File: src/rtl/sat_counter.sv
// Event counter that sticks at all-ones instead of wrapping; synchronous clear.
module sat_counter #(
    parameter int CNT_W = 16
) (
    input  logic             i_clock,
    input  logic             i_clear,
    input  logic             i_inc,
    output logic [CNT_W-1:0] o_count
);

    logic [CNT_W-1:0] r_count;

    always_ff @(posedge i_clock) begin
        if (i_clear)
            r_count <= '0;
        else if (i_inc && (r_count != {CNT_W{1'b1}}))
            r_count <= r_count + 1'b1;
    end

    assign o_count = r_count;

endmodule

File: config.mk
export PLATFORM = sky130hd
export DESIGN_NAME = sat_counter
export DESIGN_NICKNAME = d
export VERILOG_FILES = /design/src/rtl/sat_counter.sv
export SDC_FILE = /design/constraint.sdc
export NUM_CORES = 1
export LEC_CHECK = 0
export CAP_MARGIN = 5
export CORE_MARGIN = 1.5
export CORE_UTILIZATION = 45
export CTS_CLUSTER_DIAMETER = 200
export DETAILED_ROUTE_END_ITERATION = 8
export HOLD_SLACK_MARGIN = 0.1
export PLACE_DENSITY_LB_ADDON = 0.12
export SLEW_MARGIN = 20
export SYNTH_ARGS = -nofsm -noshare
export SYNTH_HDL_FRONTEND = slang
export SYNTH_SLANG_ARGS = --single-unit
File: constraint.sdc
create_clock -name i_clock -period 4.2 [get_ports i_clock]
set_input_delay 0.84 -clock i_clock [delete_from_list [all_inputs] [get_ports i_clock]]
set_output_delay 0.84 -clock i_clock [all_outputs]
set_load 0.02 [all_outputs]
==> results.txt <==
total setup buffers inserted after CTS - 0
ranking of synthesized cells by area - dfxtp_1 38%, or4_1 6.2%, a21oi_1 5.9%, o31ai_1 5.3%, nand3_1 3.5%
total CTS buffers - 3
detailed-placement wirelength estimate - 1320 µm
Mean Syn Cell Area - 8.57 µm²
Total GRT Usage - 0.199
routability congestion estimate - 0.785
clk slew on worst S/H paths - 100 ps
Starting Density - 0.486
Diodes inserted - 0
WL final - 1920 µm
drt wl/cell - 13.5 µm
H-tree levels - 1
row cnt - 15
CTS max path bufs - 2
Min-Delay Startpoint - o_count[1]
Avg Vias per Cell - 5.86
Clock Sink Count - 16
sw power - 0.0618 mW
crit path time final - 2290 ps
Worst slew margin - 0.474
Synth Flop Type - dfxtp_1
max FFs per register - 16
sequential-to-total area share from yosys stat - 0.378
Worst IR Drop VDD - 0.151 mV
flop-to-flop setup slack - 2190 ps
RSZ-0062 raised after global routing - no
GRT Residual Overflow - 0
startpoint types - flop
quantity of hold-fixing buffers added after cts - 0
post-route non-filler standard cell count - 142
First-pass DRT Iterations - 4
CP endpoint kind - primary output
pre-CTS setup slack - 1660 ps
Post-Syn Instances - 99
worst path bufs/invs - 1
Netlist cell types - 31
Max Cap Viol - 0
largest net degree at the start of global routing - 19
clock root cell - clkbuf_4
Max FO, Critical Path - 7
ys async rst share - 0
Req. time, crit path - 3360 ps
cell total after placement - 138
Fmax achieved - 0.436 GHz
Clock Power Share - 0.384
syn_nets - 103
slowest CP cell - clkdlybuf4s50_1
worst-path cell chain - clkdlybuf4s50_1
Hold Path End - o_count[1]
depth of the worst register-to-register path - 4
signal arrival time at the worst endpoint - 1450 ps
nets - 122
Post-synth EDFFs - 0
register bit count reported by yosys - 16
first-pass GRT wire length - 3080 µm
Min-Delay Path Class - flop to flop
Leak - 0.340 nW
worst skew pair latency - 290 ps
worst reg2reg path endpoint - o_count[11]
Worst Tran Pin Value - 783 ps
die width - 46.4 µm
mapped cell area - 848 µm²
Critical Setup Path Class - flop to primary output
Logic pwr share - 0.050
Yosys top cell area share - 0.378
via count - 832
final setup TNS - 0 ps
fin. max-slew vios - 0
die height - 46.4 µm
synth warn - 0
die area - 0.00215 mm²
Fin. Hold Viols - 0
Internal - 0.212 mW
Setup Skew - 3.87 ps
post-cts sizing count - 0
final setup vio count - 0
Area Overhead vs Synth - 27.3%
total core area - 0.00175 mm²
initial antenna violation count - 0
reg2reg start - o_count[13]
period utilization - 0.546
Hold Path Depth - 2
DRC - 0
layout cells sized above 1 - 0.0684
CP peak stage delay - 660 ps
fin util - 0.619
fill count - 151
Worst path top cell family by delay - buffers and inverters
remaining antenna violation count - 0
Net Sw Frac - 0.226
most area-hungry cell type in the Yosys netlist - dfxtp_1
final worst slack - 1910 ps
I/O Buffers - 18
number of DRC markers in iteration 0 - 14
Flop pwr share - 0.566
I/O Pins - 19
status - finished clean
vias in the first global route - 675
pwr/cell area - 253 mW/mm²
TritonCTS clock tree - yes
[cells in the mapped netlist (2+ instances only)]
cell type and instances:
dfxtp_1 16, a21oi_1 10, or4_1 7, nand2_1 6, nand3_1 6, nor2_1 6
o31ai_1 6, nor3_1 4, o21ai_0 4, and4_1 3, inv_1 3, nand4_1 3
or3_1 3, clkbuf_1 2, nor2b_1 2, nor4_1 2, xnor2_1 2
[cell type report]
| class | instances | area (µm²) | area share |
|---|---|---|---|
| Multi-Input combinational cell | 76 | 500 | 0.463 |
| Sequential cell | 16 | 320 | 0.297 |
| Timing Repair Buffer | 18 | 180 | 0.167 |
| Clock buffer | 4 | 36.3 | 0.0336 |
| Tap cell | 25 | 31.3 | 0.0290 |
| Inverter | 3 | 11.3 | 0.0104 |
[kinds of logic (layout without fill, tap and decap cells)]
family,Yosys count,count (layout),synth area share
fa+ha+maj,1,1,0.0147
mux,2,2,0.0251
simple gates,48,48,0.364
compound gates,23,23,0.165
xor+xnor,2,2,0.0207
flops,16,16,0.378
buf+inv,7,25,0.0324
[cells in the final DEF, fill, tap and decap left out]
master and instances:
a21oi_1 10, and3_1 1, and4_1 3, clkbuf_4 3, clkbuf_8 1, clkdlybuf4s50_1 18, dfxtp_1 16, ha_1 1
inv_1 3, mux2_2 1, mux2i_1 1, nand2_1 6, nand2_2 1, nand3_1 6, nand3b_1 1, nand4_1 3
nand4_4 1, nor2_1 6, nor2b_1 2, nor3_1 4, nor4_1 2, nor4_4 1, nor4bb_1 1, o21a_1 1
o21ai_0 4, o311ai_0 1, o31ai_1 6, o41ai_1 1, or3_1 3, or4_1 7, xnor2_1 2
[through the flow]
stage / hold WS, ps / area (µm²) / total power, mW
floorplan: 585 / 848 / 0.165
global placement: 514 / 1040 / 0.172
detailed placement: 524 / 1040 / 0.172
CTS: 538 / 1080 / 0.277
global route: 568 / 1080 / 0.284
finish: 537 / 1080 / 0.274
[layer usage]
layer  part of all wire  up-vias  track usage
li1                   -      416            -
met1               0.50      387        0.267
met2               0.44       25        0.300
met3              0.039        4       0.0235
met4              0.019        0        0.120
met5                  0        -            0
[worst max path at each step]
stage	cells past startpoint	start	end
6_report	1	o_count[5]	o_count[5]
5_1_grt	1	o_count[5]	o_count[5]
4_1_cts	1	o_count[5]	o_count[5]
3_5_place_dp	4	i_inc	o_count[11]
3_3_place_gp	4	i_inc	o_count[11]
2_1_floorplan	4	o_count[8]	o_count[15]
[power groups by stage]
| stage | sequential [mW] | clock (mW) | combinational [mW] |
|---|---|---|---|
| 4_1_cts | 0.155 | 0.108 | 0.0139 |
| 3_5_place_dp | 0.158 | 0 | 0.0138 |
| 6_report | 0.155 | 0.105 | 0.0137 |
| 3_3_place_gp | 0.158 | 0 | 0.0136 |
| 5_1_grt | 0.155 | 0.114 | 0.0153 |
| 2_1_floorplan | 0.160 | 0 | 0.00552 |
(Power assumes the default switching activity.)
